==> config.mk <==
export PLATFORM = sky130hd
export DESIGN_NAME = cordic_iter_engine
export DESIGN_NICKNAME = d
export VERILOG_FILES = /design/src/rtl/cordic_pkg.sv /design/src/rtl/cordic_microrot.sv /design/src/rtl/cordic_iter_engine.sv
export SDC_FILE = /design/constraint.sdc
export NUM_CORES = 1
export LEC_CHECK = 0
export ABC_AREA = 1
export CAP_MARGIN = 20
export CELL_PAD_IN_SITES_DETAIL_PLACEMENT = 0
export CELL_PAD_IN_SITES_GLOBAL_PLACEMENT = 1
export CORE_AREA = 2 2 176 178
export CTS_CLUSTER_DIAMETER = 120
export CTS_CLUSTER_SIZE = 16
export DETAILED_ROUTE_END_ITERATION = 10
export DIE_AREA = 0 0 178 180
export PLACE_DENSITY_LB_ADDON = 0.1
export SETUP_SLACK_MARGIN = 0.02
export SLEW_MARGIN = 10
export SYNTH_ARGS = -nofsm -noshare
export SYNTH_HDL_FRONTEND = slang
export SYNTH_SLANG_ARGS = --single-unit
==> constraint.sdc <==
create_clock -name i_clk -period 3.82 [get_ports i_clk]
set_input_delay 0.573 -clock i_clk [delete_from_list [all_inputs] [get_ports i_clk]]
set_output_delay 0.573 -clock i_clk [all_outputs]
set_load 0.01 [all_outputs]
==> src/rtl/cordic_pkg.sv <==
// Shared definitions for the folded CORDIC engine:
// mode codes, FSM encoding and the elaboration-time arctangent table.
package cordic_pkg;

    localparam int FUNC_ROT = 0;
    localparam int FUNC_VEC = 1;

    typedef enum logic [1:0] {
        ST_IDLE = 2'd0,
        ST_RUN  = 2'd1,
        ST_DONE = 2'd2
    } state_t;

    // atan(2^-i) scaled so that 2^(width-1) LSB equals pi, rounded to nearest
    function automatic int atan_angle(input int i, input int width);
        real r;
        r = $atan(1.0 / (2.0 ** i)) * (2.0 ** (width - 1))
            / 3.14159265358979323846;
        return $rtoi(r + 0.5);
    endfunction

endpackage

==> src/rtl/cordic_microrot.sv <==
// One CORDIC micro-rotation with a runtime shift amount.
// Purely combinational; all arithmetic wraps at W bits.
module cordic_microrot
    import cordic_pkg::*;
#(
    parameter int W  = 18,
    parameter int FW = 1,
    parameter int CW = 4
) (
    input  logic signed [W-1:0]  x,
    input  logic signed [W-1:0]  y,
    input  logic signed [W-1:0]  z,
    input  logic [CW-1:0]        shift,
    input  logic [FW-1:0]        func,
    input  logic signed [W-1:0]  angle,
    output logic signed [W-1:0]  x_next,
    output logic signed [W-1:0]  y_next,
    output logic signed [W-1:0]  z_next
);

    logic signed [W-1:0] xs;
    logic signed [W-1:0] ys;
    logic                vec;
    logic                cw;

    always_comb begin
        xs  = x >>> shift;
        ys  = y >>> shift;
        // any code other than vectoring is treated as rotation
        vec = (func == FW'(FUNC_VEC));
        cw  = vec ? (x[W-1] == y[W-1]) : z[W-1];
        if (cw) begin
            x_next = x + ys;
            y_next = y - xs;
            z_next = z + angle;
        end else begin
            x_next = x - ys;
            y_next = y + xs;
            z_next = z - angle;
        end
    end

endmodule

==> src/rtl/cordic_iter_engine.sv <==
// Folded CORDIC: one shared micro-rotation stage reused for NUM_ITER clocks,
// with valid/ready handshakes on both sides and uncompensated gain.
module cordic_iter_engine
    import cordic_pkg::*;
#(
    parameter int NUM_ITER      = 12,
    parameter int DATA_OP_WIDTH = 18,
    parameter int FUNC_WIDTH    = 1,
    parameter int TAG_WIDTH     = 4
) (
    input  logic                            i_clk,
    input  logic                            i_rst_n,
    input  logic                            i_valid,
    output logic                            o_ready,
    input  logic [FUNC_WIDTH-1:0]           i_func,
    input  logic [TAG_WIDTH-1:0]            i_tag,
    input  logic signed [DATA_OP_WIDTH-1:0] i_x,
    input  logic signed [DATA_OP_WIDTH-1:0] i_y,
    input  logic signed [DATA_OP_WIDTH-1:0] i_z,
    output logic                            o_valid,
    input  logic                            i_ready,
    output logic signed [DATA_OP_WIDTH-1:0] o_x,
    output logic signed [DATA_OP_WIDTH-1:0] o_y,
    output logic signed [DATA_OP_WIDTH-1:0] o_z,
    output logic [FUNC_WIDTH-1:0]           o_func,
    output logic [TAG_WIDTH-1:0]            o_tag
);

    localparam int W  = DATA_OP_WIDTH;
    localparam int CW = (NUM_ITER > 1) ? $clog2(NUM_ITER) : 1;
    localparam logic [CW-1:0] LAST = CW'(NUM_ITER - 1);

    state_t                  state;
    logic [CW-1:0]           cnt;
    logic signed [W-1:0]     wx;
    logic signed [W-1:0]     wy;
    logic signed [W-1:0]     wz;
    logic [FUNC_WIDTH-1:0]   wfunc;
    logic [TAG_WIDTH-1:0]    wtag;
    logic signed [W-1:0]     nx;
    logic signed [W-1:0]     ny;
    logic signed [W-1:0]     nz;
    logic signed [W-1:0]     angle;
    logic signed [W-1:0]     angle_rom [NUM_ITER];

    for (genvar g = 0; g < NUM_ITER; g++) begin : g_rom
        assign angle_rom[g] = W'(atan_angle(g, W));
    end

    assign angle   = angle_rom[cnt];
    assign o_ready = (state == ST_IDLE) | ((state == ST_DONE) & i_ready);

    cordic_microrot #(
        .W  (W),
        .FW (FUNC_WIDTH),
        .CW (CW)
    ) u_microrot (
        .x      (wx),
        .y      (wy),
        .z      (wz),
        .shift  (cnt),
        .func   (wfunc),
        .angle  (angle),
        .x_next (nx),
        .y_next (ny),
        .z_next (nz)
    );

    always_ff @(posedge i_clk or negedge i_rst_n) begin
        if (!i_rst_n) begin
            state   <= ST_IDLE;
            cnt     <= '0;
            wx      <= '0;
            wy      <= '0;
            wz      <= '0;
            wfunc   <= '0;
            wtag    <= '0;
            o_valid <= 1'b0;
            o_x     <= '0;
            o_y     <= '0;
            o_z     <= '0;
            o_func  <= '0;
            o_tag   <= '0;
        end else begin
            unique case (state)
                ST_IDLE: begin
                    if (i_valid) begin
                        wx    <= i_x;
                        wy    <= i_y;
                        wz    <= i_z;
                        wfunc <= i_func;
                        wtag  <= i_tag;
                        cnt   <= '0;
                        state <= ST_RUN;
                    end
                end
                ST_RUN: begin
                    wx  <= nx;
                    wy  <= ny;
                    wz  <= nz;
                    cnt <= cnt + 1'b1;
                    if (cnt == LAST) begin
                        o_x     <= nx;
                        o_y     <= ny;
                        o_z     <= nz;
                        o_func  <= wfunc;
                        o_tag   <= wtag;
                        o_valid <= 1'b1;
                        state   <= ST_DONE;
                    end
                end
                ST_DONE: begin
                    // retiring and accepting can share one edge
                    if (i_ready) begin
                        o_valid <= 1'b0;
                        if (i_valid) begin
                            wx    <= i_x;
                            wy    <= i_y;
                            wz    <= i_z;
                            wfunc <= i_func;
                            wtag  <= i_tag;
                            cnt   <= '0;
                            state <= ST_RUN;
                        end else begin
                            state <= ST_IDLE;
                        end
                    end
                end
                default: state <= ST_IDLE;
            endcase
        end
    end

endmodule

# After elaboration in Yosys (flattened, before gate mapping)
# Memory sizes are Yosys's and may differ from the RTL's.
# Index checks and enable logic that the tools add are counted.
# Widths: inputs -> output; s select.
# totals
n_memories,1
reg_bits,125
rom_bits,288
word_cells,75
in_bits,63
out_inout_bits,61
# mem_list
memory,depth,width,rd,rd_ports_with_merged_regs,wr,line,rtl
(name not given),16,18,1,0,0,cordic_iter_engine.sv:50,assign angle = angle_rom[cnt];
# classes
n_lt_le_gt_ge,1
n_reduce_logical,9
muxes,32
n_eq_ne,7
add_sub_neg,7
n_bitwise,3
shifts,2
# ops
op,n
$mux 18,11
$pmux 18 s3,3
$add 18x18->18,3
$sub 18x18->18,3
$sshr 18x4->18,2
$mux 4,4
$pmux 4 s3,1
$pmux 4 s2,1
$mux 1,6
$mux 2,3
$ne 2x2->1 const B,3
$pmux 2 s3,1
$reduce_and 2->1,3
$reduce_and 3->1,2
$ge 5x5->1 const B,1
$not 4->5,1
$add 4x1->4 const B,1
$eq 4x4->1 const B,1
$pmux 1 s2,2
$reduce_bool 2->1,2
$reduce_bool 3->1,1
$eq 2x1->1 const B,1
$eq 2x2->1 const B,1
$logic_not 2->1,1
3 further kinds,3

# Depth between registers and ports, before layout
# Gate-level depths: netlist of the first run.
# depth
word_depth,7
ltp_mapped,31
depth_no_buf,30

# By module
# From an unflattened synthesis of the first run, not the netlist that was laid out.
# unflattened
hier_cells,1692
hier_area_um2,11003.1
# by_module_without_submodules
module,cells_per_inst,instances,seq_area_each_um2,area_each_um2
cordic_iter_engine,774,1,3128.0,5865.6
cordic_microrot,918,1,0.0,5137.4

# Least setup slack after synthesis of the first run
# Ideal clock, no wire load.
# synth_timing
path_kind,register -> register
startpoint,register cnt[1]
endpoint,register wz[15]
n_path_buf,3
slack_ns,-0.141
setup_ns,0.127
synth_period_minus_slack_ns,3.961
required_time_ns,3.693
arrival_ns,3.834
stages_incl_launch_ff,27
cell_sequence,dfrtp_1 > buf_6 > inv_4 > buf_8 > buf_6 > ha_1 > inv_1 > nand2_1 > o221ai_2 > ha_1 > inv_1 > nor3_1 > nand3_1 > o21ai_2 > xnor2_1 > ha_1 > a21oi_1 > o21ai_0 > inv_1 > nand2_1 > nor2_1 > inv_1 > a21oi_1 > o21ai_0 > or2_2 > a21oi_1 > o21ai_0
# synth_via
elab_chain_cells,7
word_cells_on_any_way,8
classes_between,add/sub: 2; mux: 4; bitwise: 1; memory: 1
# synth_rtl
item,line,rtl
from (decl),cordic_iter_engine.sv:34,logic [CW-1:0] cnt;
from (signal assigned),cordic_iter_engine.sv:101,cnt <= cnt + 1'b1;
$not 4->5 (not written as such) *,cordic_iter_engine.sv:50,
$mem_v2 16x18 *,n/a,
$mux 18 (not written as such) * (2 in a row),cordic_iter_engine.sv:50,
$sub 18x18->18 / $add 18x18->18 (equally long branches),"cordic_microrot.sv:39, cordic_microrot.sv:35",
$mux 18 *,cordic_microrot.sv:32,if (cw) begin
$pmux 18 s3 *,cordic_iter_engine.sv:85,unique case (state)
to (signal assigned),cordic_iter_engine.sv:90,wz <= i_z;
to (signal assigned),cordic_iter_engine.sv:100,wz <= nz;
to (signal assigned),cordic_iter_engine.sv:119,wz <= i_z;
to (decl),cordic_iter_engine.sv:37,logic signed [W-1:0] wz;
# Mark *: on every way between the ends. The rest lies on a longest branch, timed or not. The select of a mux whose other input is x is not followed.
# A chain may end at the register's enable or synchronous reset.

# Final worst setup path of the first run
# layout_timing
startpoint,register cnt[0]
endpoint,register wx[17]
# layout_via
elab_chain_cells,4
word_cells_on_any_way,5
classes_between,add/sub: 2; shift: 1; mux: 2
# layout_rtl
item,line,rtl
$sshr 18x4->18 *,cordic_microrot.sv:28,ys = y >>> shift;
$sub 18x18->18 / $add 18x18->18 (equally long branches),"cordic_microrot.sv:37, cordic_microrot.sv:33",
$mux 18 *,cordic_microrot.sv:32,
$pmux 18 s3 *,cordic_iter_engine.sv:85,
to (signal assigned),cordic_iter_engine.sv:88,wx <= i_x;
to (signal assigned),cordic_iter_engine.sv:98,wx <= nx;
to (signal assigned),cordic_iter_engine.sv:117,wx <= i_x;
to (decl),cordic_iter_engine.sv:35,logic signed [W-1:0] wx;
# Mark *: on every way between the ends. The rest lies on a longest branch, timed or not.

==> results of run 1 <==
==> state kept, by name (all words and copies together) (netlist names) <==
register	flops
wz	18
o_tag	4
wx	18
o_z	18
o_x	18
cnt	4
o_y	18
wtag	4
wfunc	1
wy	18
state	2
o_func	1
o_valid	1
==> synth_stat cells (7+ instances only) <==
cell	instances
clkbuf_1	35
buf_2	20
nand2_2	11
dfrtp_1	125
xor2_1	55
nand3_1	185
a31oi_1	9
o21a_1	16
nor2_1	82
xnor2_1	25
nor3_1	14
inv_1	107
o211ai_1	14
nand3_2	7
o21ai_0	132
nand2_1	449
a21oi_1	87
ha_1	61
==> stage by stage <==
stage | cells | instance area (µm²) | TNS [ns]
after floorplan | 1510 | 10400 | 0
after detailed placement | 2151 | 13300 | -3.49
final | 2214 | 15300 | 0
after global routing | 2214 | 15300 | -1.99
after global placement | 2151 | 13300 | -3.36
after CTS | 2192 | 14300 | -0.0342
==> layout make-up <==
| type | count | share of cell area |
|---|---|---|
| clock inverter | 13 | 0.0117 |
| tap | 396 | 0.0324 |
| multi-input combinational | 1205 | 0.493 |
| sequential | 125 | 0.205 |
| timing repair buffer | 345 | 0.201 |
| clock buffer | 19 | 0.0290 |
| inverter | 111 | 0.0283 |
==> worst max path at each step <==
| stage | to | depth (start not counted) | slack (ns) | from |
|---|---|---|---|---|
| 6_report | wx[17]$_DFFE_PN0P_ | 26 | 0.02 | cnt[0]$_DFFE_PN0P_ |
| 5_1_grt | wz[17]$_DFFE_PN0P_ | 21 | -0.22 | cnt[1]$_DFFE_PN0P_ |
| 4_1_cts | wz[17]$_DFFE_PN0P_ | 24 | -0.03 | cnt[0]$_DFFE_PN0P_ |
| 3_5_place_dp | wx[17]$_DFFE_PN0P_ | 25 | -0.29 | cnt[1]$_DFFE_PN0P_ |
| 3_3_place_gp | wx[17]$_DFFE_PN0P_ | 25 | -0.30 | cnt[1]$_DFFE_PN0P_ |
| 2_1_floorplan | wz[15]$_DFFE_PN0P_ | 26 | 0.001 | cnt[1]$_DFFE_PN0P_ |
==> logic make-up (layout without fill, tap and decap cells) <==
logic type / after synthesis / in the layout / share of synthesized area
fa+ha+maj: 64 / 64 / 0.0794
buf+inv: 180 / 488 / 0.0758
simple gates: 767 / 767 / 0.316
compound gates: 294 / 294 / 0.160
xor+xnor: 80 / 80 / 0.0676
flops: 125 / 125 / 0.302
==> repair_timing <==
item | 4_1_cts | 5_1_grt
buffers inserted | 9 | 21
endpoints found under the hold margin | 0 | 0
resized for setup | 63 | 177
cloned | 0 | 1
endpoints found under the setup margin | 36 | 52
pin swaps | 24 | 71
==> routing by layer <==
layer  wire length [µm]  vias up
met5                  0        -
met4                967        0
met3               1280       62
met2              19600      220
met1              16900     5288
li1                   -     5619
==> results.md, run 1 <==
* Status: completed
* Placement Setup Slack at -0.289 ns
* Remaining Overflow, GRT at 0
* Maximum clock path buffer count at 2
* Layout cells sized above 1 at 0.266
* Crit path buf inv count at 6
* Fraction of registers with async set/reset at 1.00
* Routed vias/inst at 5.05
* Least-Margin Pin Slew at 0.748 ns
* CTS Hold Bufs at 0
* CP max FO at 16
* Minimum clock period at 3.80 ns
* Synth Cell Area at 10400 µm²
* Post-layout util at 0.506
* Die Ht at 180 µm
* IO Count at 124
* Sequential share of the synthesized area at 0.302
* Clock Latency Late Sink at 0.45 ns
* CTS tree: yes
* Fmax at 263 MHz
* Register area at 3130 µm²
* R2R setup slack at 0.02 ns
* Synth area leaders: dfrtp_1 (30%), nand2_1 (16%), nand3_1 (8.9%)
* Synth-to-Final Area Change at 47.4%
* Setup WS post-layout at 0.0190 ns
* WP data required at 4.15 ns
* Endpoint type of the worst setup path: register
* # clock sinks at 125
* # diodes at 0
* DRT antenna net count at 0
* Fillers at 3036
* Total CTS buffers at 17
* Fin Hold WS at 0.164 ns
* Syn Area/Cell at 6.87 µm²
* Top FF cell, synth: dfrtp_1
* Buffers on Ports at 123
* Core Area at 30200 µm²
* Most frequent cells in the layout: nand2_1 (416), buf_4 (205), nand3_1 (156)
* Detail Placement HPWL at 28800 µm
* Die X at 178 µm
* H-tree depth at 4
* Synth unique cells at 48
* Tcrit/Tclk final at 0.995
* RSZ-0062 raised after global routing: yes
* # Max-Cap Violations at 0
* First-pass GRT wire length at 60700 µm
* Initial antenna violation count at 0
* Post-Syn Instances at 1510
* GR Util met1 at 0.304
* DR pass1 iterations at 5
* Wirelength, routed at 38800 µm
* Total number of vias at 11200
* Syn Nets at 1637
* CP arrival at 4.13 ns
* Slew Limit Headroom at 0.501
* Vias in the first global route at 11400
* Launching point of the worst reg2reg path: cnt[0]$_DFFE_PN0P_
* Largest net degree at the start of global routing at 97
* Multi-input logic area at 7540 µm²
* Residual DRC at 0
* Commonest non-fill, non-tap cell in the layout: nand2_1
* Synthesis Warnings at 0
* Initial drt markers at 656
* Setup Skew at 0.0144 ns
* Cell mode on critical path: nand2_1
* Startpoint Class: register
* Post-synth EDFFs at 0
* Largest delay share family, worst path: simple AND/OR/NAND/NOR gates
* Number of synthesized register bits at 125
* Gpl congestion at 0.892
* Share of the synthesized area in the top cell type at 0.302
* WL/cell at 17.5 µm
* Hold WC Path Type: in -> async
* Final Setup Violations at 0
* Area leader, netlist: dfrtp_1
* Slowest stage delay, CP at 0.46 ns
* Clock root buffer: clkbuf_16
* Final nets at 1932
* Cell Rows at 64
* Die ar. at 32000 µm²
* Grt met2 use at 0.426
* Final count of hold timing violations at 0
* Starting Density at 0.343
* CTS clk-pin slew, worst paths at 0.06 ns
* Total track usage at 0.245
* Max-slew violation count at 0
* CP max-delay cell: dfrtp_2
* Met3 usage at 0.0434
* GR peak layer: met2
* Crit Reg-Reg Endpoint: wx[17]$_DFFE_PN0P_
* Crit Path Class: reg -> reg
* Length in cells of the worst reg-to-reg path at 26
Power of run 1 is not shown: default switching activity piles up to over one toggle a cycle in this logic, so the estimate is an artifact.
==> run 2: changes to the inputs <==
--- a/config.mk
+++ b/config.mk
@@ -14,8 +14,9 @@
 export CTS_CLUSTER_SIZE = 16
 export DETAILED_ROUTE_END_ITERATION = 10
 export DIE_AREA = 0 0 178 180
-export PLACE_DENSITY_LB_ADDON = 0.1
+export PLACE_DENSITY = 0.7
 export SETUP_SLACK_MARGIN = 0.02
+export SKIP_CTS_REPAIR_TIMING = 1
 export SLEW_MARGIN = 10
 export SYNTH_ARGS = -nofsm -noshare
 export SYNTH_HDL_FRONTEND = slang
==> run 2 against run 1 <==
- the run now ends with setup timing left
- hold slack better by 0.025 ns
- global-route usage shrank 0.73 points
- largest cell class unchanged
- clock-buffer cell count down 2
- first-iteration DRC count fell by 13%
- sequential cell count unchanged
- fmax decreased by 3.8%
- cell count down 0.54%
- via count is 0.69% higher
- clock skew decreased by 0.0053 ns
- core utilization is 0.53 points lower
==> results.md, run 2 (synthesized netlist as in run 1, its figures left out) <==
* Failing checks: setup timing
* Starting Density at 0.343
* Total CTS buffers at 17
* CP arrival at 4.29 ns
* Final count of hold timing violations at 0
* Setup WS post-layout at -0.130 ns
* Gpl congestion at 0.904
* Least-Margin Pin Slew at 0.912 ns
* Critical path launch point: cnt[0]$_DFFE_PN0P_
* Buffers on Ports at 123
* First-pass GRT wire length at 59300 µm
* Routed vias/inst at 5.12
* Status: complete, but fails checks
* # clock sinks at 125
* Post-layout util at 0.501
* Largest delay share family, worst path: simple AND/OR/NAND/NOR gates
* IO Count at 124
* Worst setup path end: wx[17]$_DFFE_PN0P_
* Total number of vias at 11300
* Critical path depth at 25
* CP max FO at 8
* Vias in the first global route at 11300
* Max-slew violation count at 0
* WL/cell at 17.2 µm
* Setup Skew at 0.00909 ns
* Residual DRC at 0
* Layout cells sized above 1 at 0.264
* Hold WC Path Type: in -> async
* Startpoint Class: register
* R2R setup slack at -0.13 ns
* Detail Placement HPWL at 28000 µm
* DR pass1 iterations at 5
* Wirelength, routed at 37900 µm
* Maximum clock path buffer count at 2
* Crit Path Class: reg -> reg
* Cell Rows at 64
* Die Ht at 180 µm
* Total track usage at 0.237
* # Max-Cap Violations at 0
* Initial drt markers at 573
* Final Setup Violations at 6
* Largest net degree at the start of global routing at 94
* Commonest non-fill, non-tap cell in the layout: nand2_1
* Clock root buffer: clkbuf_16
* CP max-delay cell: dfrtp_2
* Launching point of the worst reg2reg path: cnt[0]$_DFFE_PN0P_
* Synth-to-Final Area Change at 45.9%
* Fmax at 253 MHz
* Tcrit/Tclk final at 1.03
* CTS tree: yes
* Remaining Overflow, GRT at 0
* Crit Reg-Reg Endpoint: wx[17]$_DFFE_PN0P_
* Endpoint type of the worst setup path: register
* Crit path buf inv count at 5
* Cell mode on critical path: nand2_1
* RSZ-0062 raised after global routing: yes
* Most frequent cells in the layout: nand2_1 (410), buf_4 (193), nand3_1 (148)
* H-tree depth at 4
* Fin Hold WS at 0.189 ns
* DRT antenna net count at 0
* Final nets at 1920
* Slew Limit Headroom at 0.392
* Minimum clock period at 3.95 ns
* Clock Latency Late Sink at 0.45 ns
* Slowest stage delay, CP at 0.49 ns
* WP data required at 4.16 ns
* Die X at 178 µm
* CTS clk-pin slew, worst paths at 0.07 ns
* Core Area at 30200 µm²
* Die ar. at 32000 µm²
* # diodes at 0
* Length in cells of the worst reg-to-reg path at 25
* Initial antenna violation count at 0
-- run 2: changes by cell type in the layout (fill, tap and decap cells not counted), sizes merged --
cell	previous run	this run
clkbuf	20	18
clkinvlp	3	2
clkinv	1	7
inv	117	116
bufinv	3	1
buf	222	210
-- run 2: routing by layer --
| metal | GRT usage | vias up | share of wire |
|---|---|---|---|
| met5 | 0 | - | 0 |
| met4 | 0.0656 | 0 | 0.024 |
| met3 | 0.0385 | 50 | 0.033 |
| met2 | 0.419 | 214 | 0.51 |
| met1 | 0.296 | 5401 | 0.43 |
| li1 | - | 5601 | - |
-- run 2: metrics by stage --
| step | cell area [µm²] | instances | setup slack, ns | TNS (ns) |
|---|---|---|---|---|
| final | 15100 | 2202 | -0.130 | -0.311 |
| after global routing | 15100 | 2202 | -0.354 | -4.94 |
| after CTS | 13800 | 2174 | -0.533 | -3.04 |
| after detailed placement | 13200 | 2142 | -0.539 | -2.58 |
| after global placement | 13200 | 2142 | -0.515 | -1.56 |
| after floorplan | 10400 | 1510 | 0.00117 | 0 |
-- run 2: worst min path at each step --
| stage | startpoint | to | slack, ns |
|---|---|---|---|
| 5_1_grt | i_rst_n | o_func$_DFFE_PN0P_ | 0.26 |
| 6_report | i_rst_n | o_func$_DFFE_PN0P_ | 0.19 |
| 3_5_place_dp | o_y[2]$_DFFE_PN0P_ | o_y[2]$_DFFE_PN0P_ | 0.46 |
| 2_1_floorplan | i_rst_n | cnt[0]$_DFFE_PN0P_ | 0.28 |
| 3_3_place_gp | o_y[2]$_DFFE_PN0P_ | o_y[2]$_DFFE_PN0P_ | 0.46 |
| 4_1_cts | i_rst_n | o_func$_DFFE_PN0P_ | 0.22 |
-- run 2: area by class of cell --
type	count	area, µm²
clock buffers	17	425
clock inverters	15	156
fillers	2991	15100
inverters	111	445
multi-input cells	1205	7490
flip-flops and latches	125	3130
well taps	396	495
repair buffers	333	2970
Power of run 2 is left out for the same reason.
==> run 3: changes to the inputs <==
--- a/config.mk
+++ b/config.mk
@@ -9,15 +9,16 @@
 export CAP_MARGIN = 20
 export CELL_PAD_IN_SITES_DETAIL_PLACEMENT = 0
 export CELL_PAD_IN_SITES_GLOBAL_PLACEMENT = 1
-export CORE_AREA = 2 2 176 178
+export CORE_AREA = 2 2 181 183
 export CTS_CLUSTER_DIAMETER = 120
 export CTS_CLUSTER_SIZE = 16
 export DETAILED_ROUTE_END_ITERATION = 10
-export DIE_AREA = 0 0 178 180
-export PLACE_DENSITY = 0.7
+export DIE_AREA = 0 0 183 185
+export PLACE_DENSITY = 0.71
 export SETUP_SLACK_MARGIN = 0.02
 export SKIP_CTS_REPAIR_TIMING = 1
 export SLEW_MARGIN = 10
 export SYNTH_ARGS = -nofsm -noshare
 export SYNTH_HDL_FRONTEND = slang
+export SYNTH_HIERARCHICAL = 1
 export SYNTH_SLANG_ARGS = --single-unit
==> run 3 against run 2 <==
- the flow still finishes with violations (setup timing)
- register-to-register slack got worse by 0.11 ns
- non-clock buffer count rose by 124
- die area rose by 5.7%
- hold slack got worse by 0.048 ns
- cell count grew 14%
- cell area grew 17%
- critical path depth is 3 higher
==> results.md, run 3 <==
* Die ar. at 33900 µm²
* Residual DRC at 0
* CTS tree: yes
* Starting Density at 0.343
* Layout cells sized above 1 at 0.364
* Vias in the first global route at 11800
* Total CTS buffers at 17
* Remaining Overflow, GRT at 0
* Top-count cell post-synth: nand2_1
* Detail Placement HPWL at 27600 µm
* Crit Reg-Reg Endpoint: wy[17]$_DFFE_PN0P_
* Synth-to-Final Area Change at 61.0%
* Initial drt markers at 624
* First-pass GRT wire length at 61100 µm
* CP max-delay cell: dfrtp_2
* GR peak layer: met2
* Number of synthesized register bits at 125
* Hold WC Path Type: in -> async
* Core Area at 32000 µm²
* Initial antenna violation count at 0
* Minimum clock period at 4.06 ns
* Setup WS post-layout at -0.240 ns
* Maximum clock path buffer count at 2
* Startpoint Class: register
* Post-Syn Instances at 1692
* Wirelength, routed at 40500 µm
* Endpoint type of the worst setup path: register
* Synth area leaders: dfrtp_1 (28%), nand2_1 (24%), nand3_1 (14%)
* RSZ-0062 raised after global routing: yes
* Fmax at 246 MHz
* Final nets at 2216
* Area leader, netlist: dfrtp_1
* DR pass1 iterations at 5
* Slowest stage delay, CP at 0.40 ns
* Syn Area/Cell at 6.50 µm²
* Cell Rows at 66
* WP data required at 4.16 ns
* Tcrit/Tclk final at 1.06
* CTS clk-pin slew, worst paths at 0.07 ns
* Least-Margin Pin Slew at 0.797 ns
* Largest delay share family, worst path: simple AND/OR/NAND/NOR gates
* Status: complete, but fails checks
* Met3 usage at 0.0366
* # clock sinks at 125
* CP arrival at 4.40 ns
* Post-synth EDFFs at 0
* Clock Latency Late Sink at 0.44 ns
* Crit path buf inv count at 6
* DRT antenna net count at 0
* Grt met2 use at 0.354
* IO Count at 124
* Synthesis Warnings at 6
* Total track usage at 0.225
* Crit Path Class: reg -> reg
* Largest net degree at the start of global routing at 63
* Slew Limit Headroom at 0.469
* R2R setup slack at -0.24 ns
* Synth Cell Area at 11000 µm²
* Clock root buffer: clkbuf_16
* Gpl congestion at 0.919
* Most frequent cells in the layout: nand2_1 (601), buf_4 (292), nand3_1 (217)
* # diodes at 0
* Max-slew violation count at 0
* Synth cell count leaders: nand2_1 (703), nand3_1 (299), dfrtp_1 (125), inv_1 (66), xor2_1 (64)
* Total number of vias at 12600
* Launching point of the worst reg2reg path: cnt[0]$_DFFE_PN0P_
* H-tree depth at 4
* Top FF cell, synth: dfrtp_1
* Die X at 183 µm
* # Max-Cap Violations at 0
* Share of the synthesized area in the top cell type at 0.284
* Placement Setup Slack at -0.440 ns
* Failing checks: setup timing
* GR Util met1 at 0.321
* Fraction of registers with async set/reset at 1.00
* Buffers on Ports at 123
* Setup Skew at 0.00997 ns
* Routed vias/inst at 5.04
* Synth unique cells at 44
* CP max FO at 8
* Sequential share of the synthesized area at 0.284
* WL/cell at 16.1 µm
* Length in cells of the worst reg-to-reg path at 28
* Commonest non-fill, non-tap cell in the layout: nand2_1
* Final count of hold timing violations at 0
* Die Ht at 185 µm
* Final Setup Violations at 26
run 3: how the worst max path moves through the flow:
stage | from | to | slack, ns | cells after the start
2_1_floorplan | cnt[0]$_DFFE_PN0P_ | wz[17]$_DFFE_PN0P_ | 0.07 | 28
3_3_place_gp | cnt[1]$_DFFE_PN0P_ | o_z[15]$_DFFE_PN0P_ | -0.36 | 26
3_5_place_dp | cnt[1]$_DFFE_PN0P_ | o_z[16]$_DFFE_PN0P_ | -0.44 | 24
4_1_cts | cnt[1]$_DFFE_PN0P_ | o_z[16]$_DFFE_PN0P_ | -0.47 | 24
5_1_grt | cnt[0]$_DFFE_PN0P_ | wy[17]$_DFFE_PN0P_ | -0.43 | 28
6_report | cnt[0]$_DFFE_PN0P_ | wy[17]$_DFFE_PN0P_ | -0.24 | 28
run 3: kinds of logic after synthesis:
| group | after synthesis | share of synthesized area |
|---|---|---|
| simple gates | 1117 | 0.434 |
| other cells | 1 | 0.000341 |
| compound gates | 142 | 0.0737 |
| fa+ha+maj | 64 | 0.0748 |
| xor+xnor | 87 | 0.0693 |
| buf+inv | 156 | 0.0640 |
| flops | 125 | 0.284 |
run 3: cell type report:
| class | count | area [µm²] |
|---|---|---|
| Clock inverter | 13 | 163 |
| Inverter | 75 | 307 |
| Clock buffer | 19 | 443 |
| Fill cell | 3063 | 14300 |
| Multi-Input combinational cell | 1413 | 9100 |
| Tap cell | 408 | 510 |
| Timing Repair Buffer | 457 | 4060 |
| Sequential cell | 125 | 3130 |
run 3: stage by stage:
stage,TNS [ns],hold slack (ns),cell area [µm²],instances,utilization
final,-2.72,0.140,17700,2510,0.553
after global routing,-10.76,0.175,17700,2510,0.553
after CTS,-9.07,0.150,15200,2464,0.475
after detailed placement,-7.56,0.457,14600,2432,0.456
after global placement,-5.74,0.454,14600,2432,0.456
after floorplan,0,0.277,11000,1694,-
run 3: routing by layer:
layer,wire (µm),vias to the layer above
li1,-,6321
met1,19600,5990
met2,18500,291
met3,1710,40
met4,674,0
met5,0,-
run 3: worst register-to-register path, delay by kind of cell (launching register included):
family                   cells  cell delay [ns]
buffers and inverters        6             0.77
flip-flops                   1             0.40
AO/OA/AOI/OAI                4             0.82
adder cells (fa/ha/maj)      2             0.51
AND/OR/NAND/NOR             15             1.31
XOR/XNOR                     1             0.17
Power of run 3 is left out for the same reason.
==> edit 1: new RTL, flow settings as in run 2 <==
Re-encode `state_t` (3 states) as one-hot, 3 bits wide.
--- a/src/rtl/cordic_pkg.sv
+++ b/src/rtl/cordic_pkg.sv
@@ -5,10 +5,10 @@
     localparam int FUNC_ROT = 0;
     localparam int FUNC_VEC = 1;
 
-    typedef enum logic [1:0] {
-        ST_IDLE = 2'd0,
-        ST_RUN  = 2'd1,
-        ST_DONE = 2'd2
+    typedef enum logic [2:0] {
+        ST_IDLE = 3'b001,
+        ST_RUN  = 3'b010,
+        ST_DONE = 3'b100
     } state_t;
 
     // atan(2^-i) scaled so that 2^(width-1) LSB equals pi, rounded to nearest
Formal check against the unedited RTL: same outputs for any inputs over 10 cycles, from zero or initial values and one cycle with i_rst_n low; not proved beyond that.
==> edit 1 against run 2 <==
The run still ends with setup timing left; setup slack better by 0.025 ns; design area shrank 1.1%; highest routed layer is now met5; sequential cell count increased by 1; critical path depth fell by 2; synthesized area is 1.2% higher; routed wire length up 2.2%.
Power is left out: the tool's default activity adds up to more than one toggle a clock period on the data nets, which glitch-free logic cannot reach.
==> edit 1: results <==
[detailed_routing]
drtIter0Drc = 600
firstDrtPassIters = 5
num_vias = 11200
wl_per_cell_um = 17.7

[sta]
tightest_slew_ns = 0.778
skew_ns = 0.0121
setup_viol = 9
whs_ns = 0.171
worst_slack_ns = -0.105
fin_tns_setup_ns = -0.432

[synth]
synthDistinctLibCells = 57
synth_xor_xnor_area_share = 0.0668
muxShareOfSynthArea = 0
synth_warnings = 0
synth_nets = 1643
synth_ff_type = dfrtp_1
ys_seq_area_frac = 0.301
syn_area_per_cell_sq_um = 6.92
synth_fa_ha_area_frac = 0.0785
synthTopCellsByCount = 511 x nand2_1, 195 x nand3_1, 125 x dfrtp_1, 95 x inv_1, 77 x o21ai_0
async_flop_share = 1.00
synth_compound_area_frac = 0.133
synth.area.top_cells = dfrtp_1 30%, nand2_1 18%, nand3_1 9.3%

[place]
post-place-ws_ns = -0.498
gp_congestion = 0.935
place_inst = 2112
hpwl_um = 29000
placed_cell_area_sq_mm = 0.0130
portBuffers = 123

[clock_network]
clockBufferDepth = 2
root_buffer = clkbuf_16
clock_latency_ns = 0.45
path_clk_slew_ns = 0.07
cts_buffers = 17
htree_levels = 4

[setup_path]
cp.arrival_ns = 4.32
crit_fanout = 14
max_stage_delay_ns = 0.50
crit_slowest_cell = dfrtp_2
start_kind = flip-flop
critPathCapture = wy[17]
cp_top_family = simple AND/OR/NAND/NOR gates
startpoint = cnt[0]
rr_worst_depth = 23

[global_routing]
track_usage = 0.238
grt_pass1_wl_um = 59100
grt_max_degree = 78
antenna_found_initial = 1

[status]
violations = setup timing
status = complete, but fails checks

[finish]
antenna_cells = 0
final_cells = 2183
final_layout_size_suffix_gt1_frac = 0.260
nets = 1902

[worst_hold_path]
hold_path.class = in -> async

[flow_run]
drv_cap = 0
==> edit 1: cell count changes in the layout (fill, tap and decap cells not counted), sizes merged, moves of 9 or more <==
cell / run 2 / this run
nand2: 460 / 530
nand3: 192 / 206
o21a: 16 / 3
o21ai: 140 / 89
inv: 116 / 105
a21oi: 91 / 77
nor2: 87 / 78
o211ai: 14 / 27
buf: 210 / 179
==> edit 1: routing by layer <==
metal,up-vias,share of wire,GRT usage
li1,5553,-,-
met4,2,0.022,0.0659
met5,-,0.00046,0
met3,48,0.040,0.0434
met1,5334,0.45,0.315
met2,215,0.49,0.396
==> edit 1: final cells by class <==
type	count	area (sq um)
flip-flops and latches	126	3160
well taps	396	495
repair buffers	303	2760
multi-input cells	1221	7550
inverters	106	418
clock buffers	21	460
fillers	3003	15200
clock inverters	10	115
==> edit 1: cell families after synthesis <==
group	count (synthesis)
and+or+nand+nor	842
AOI/OAI and AO/OA	235
buffers and inverters	169
DFF	126
xor gates and xnor gates	80
adders and majority gates	64
==> edit 2: new RTL, flow settings as in run 2 <==
Without the edit above. `DATA_OP_WIDTH`: 18 -> 9.
--- a/src/rtl/cordic_iter_engine.sv
+++ b/src/rtl/cordic_iter_engine.sv
@@ -4,7 +4,7 @@
     import cordic_pkg::*;
 #(
     parameter int NUM_ITER      = 12,
-    parameter int DATA_OP_WIDTH = 18,
+    parameter int DATA_OP_WIDTH = 9,
     parameter int FUNC_WIDTH    = 1,
     parameter int TAG_WIDTH     = 4
 ) (
Ports: changed (6 resized); port bits go from 124 to 70. No check against the original RTL was run, so the function may have changed too.
==> edit 2 against run 2 <==
Setup slack gained 0.49 ns; synthesized area shrank 50%; sequential cell count shrank 54; largest cell class unchanged; die area is the same; clock skew grew 0.0024 ns; first-iteration DRC count shrank 54%; routed wire length shrank 56%; non-clock buffer count shrank 245; via count shrank 57%; design area shrank 56%.
Power is left out: the tool's default activity adds up to more than one toggle a clock period on the data nets, which glitch-free logic cannot reach.
==> edit 2: results <==
[clock_network]
cts_buffers = 9
clock_latency_ns = 0.35
path_clk_slew_ns = 0.07
root_buffer = clkbuf_16
clockBufferDepth = 2
htree_levels = 3

[synth]
synth.area.top_cells = dfrtp_1 34%, nand2_1 16%, ha_1 7.8%
synth_compound_area_frac = 0.145
synth_fa_ha_area_frac = 0.0893
synth_nets = 788
muxShareOfSynthArea = 0
synthDistinctLibCells = 41
synth_warnings = 0
synthTopCellsByCount = 214 x nand2_1, 71 x dfrtp_1, 60 x inv_1, 57 x nand3_1, 55 x o21ai_0
ys_seq_area_frac = 0.345
synthCells = 717
synth_xor_xnor_area_share = 0.0527

[detailed_routing]
top_layer_used = met4
firstDrtPassIters = 4
wl_met3_um = 916
wirelength_met1_um = 8840
wl_met2_um = 6730
drtIter0Drc = 266
num_vias = 4871
wl_um = 16700

[global_routing]
track_usage = 0.108
grt_max_degree = 72
grt_pass1_vias = 4798
grt_pass1_wl_um = 27000

[place]
hpwl_um = 12500
gp_congestion = 0.830
portBuffers = 69

[finish]
final_cells = 1190
nets = 860
final_layout_size_suffix_gt1_frac = 0.0743

[status]
status = complete, no violations

[sta]
tightest_slew_ns = 0.969
skew_ns = 0.0115
period_needed_ns = 3.46

[setup_path]
cp.arrival_ns = 3.67
max_stage_delay_ns = 0.46
crit_fanout = 16
==> edit 2: changes by cell type in the layout (fill, tap and decap cells not counted), moves of 35 or more <==
| cell | run 2 | this run |
|---|---|---|
| inv_1 | 95 | 60 |
| o21ai_0 | 106 | 55 |
| nand3_1 | 148 | 57 |
| nand2_2 | 47 | 2 |
| clkdlybuf4s50_1 | 122 | 68 |
| dfrtp_1 | 122 | 70 |
| buf_4 | 193 | 20 |
| nand2_1 | 410 | 214 |
| nand3_2 | 43 | 4 |
==> edit 2: layout make-up <==
cell class,count,area [sq um]
Clock inverter,7,103
Tap cell,396,495
Clock buffer,9,225
Inverter,66,248
Fill cell,3361,23500
Timing Repair Buffer,88,831
Sequential cell,71,1780
Multi-Input combinational cell,553,3000
==> edit 2: through the flow <==
stage | setup TNS, ns | area [sq um] | utilization | hold WS (ns) | setup slack (ns)
CTS | 0 | 6670 | 0.221 | 0.428 | 0.272
global route | -0.00384 | 6680 | 0.221 | 0.453 | -0.00384
finish | 0 | 6680 | 0.221 | 0.364 | 0.361
floorplan | 0 | 5150 | - | 0.277 | 0.827
detailed placement | 0 | 6350 | 0.210 | 0.463 | 0.294
global placement | 0 | 6350 | 0.210 | 0.458 | 0.354
==> edit 2: cells by family after synthesis <==
family,Yosys count
AND/OR/NAND/NOR,354
AO/OA/AOI/OAI,133
buffers and inverters,93
flip-flops,71
adder cells (fa/ha/maj),35
XOR/XNOR,31
==> edit 2: worst max-delay path, delay by kind of cell (launching register included) <==
| family | cells | cell delay (ns) |
|---|---|---|
| flops | 1 | 0.46 |
| simple gates | 10 | 1.02 |
| xor+xnor | 1 | 0.22 |
| buf+inv | 5 | 0.47 |
| compound gates | 4 | 0.44 |
| fa+ha+maj | 2 | 0.69 |
==> edit 2: final timing paths <==
check | slack, ns | start | cells past startpoint | to
min in group i_clk | 0.48 | o_x[7] | 2 | o_x[7]
max reg2reg | 0.36 | cnt[0] | 22 | wx[6]
max in group asynchronous | 2.76 | i_rst_n | 1 | cnt[0]
min | 0.36 | i_rst_n | 1 | o_tag[2]
min reg2reg | 0.48 | o_x[7] | 2 | o_x[7]
max | 0.36 | cnt[0] | 22 | wx[6]
==> edit 2: layer usage <==
layer,up-vias,global-route usage
li1,2508,-
met1,2245,0.165
met2,105,0.151
met3,13,0.0254
met4,0,0.0269
met5,-,0
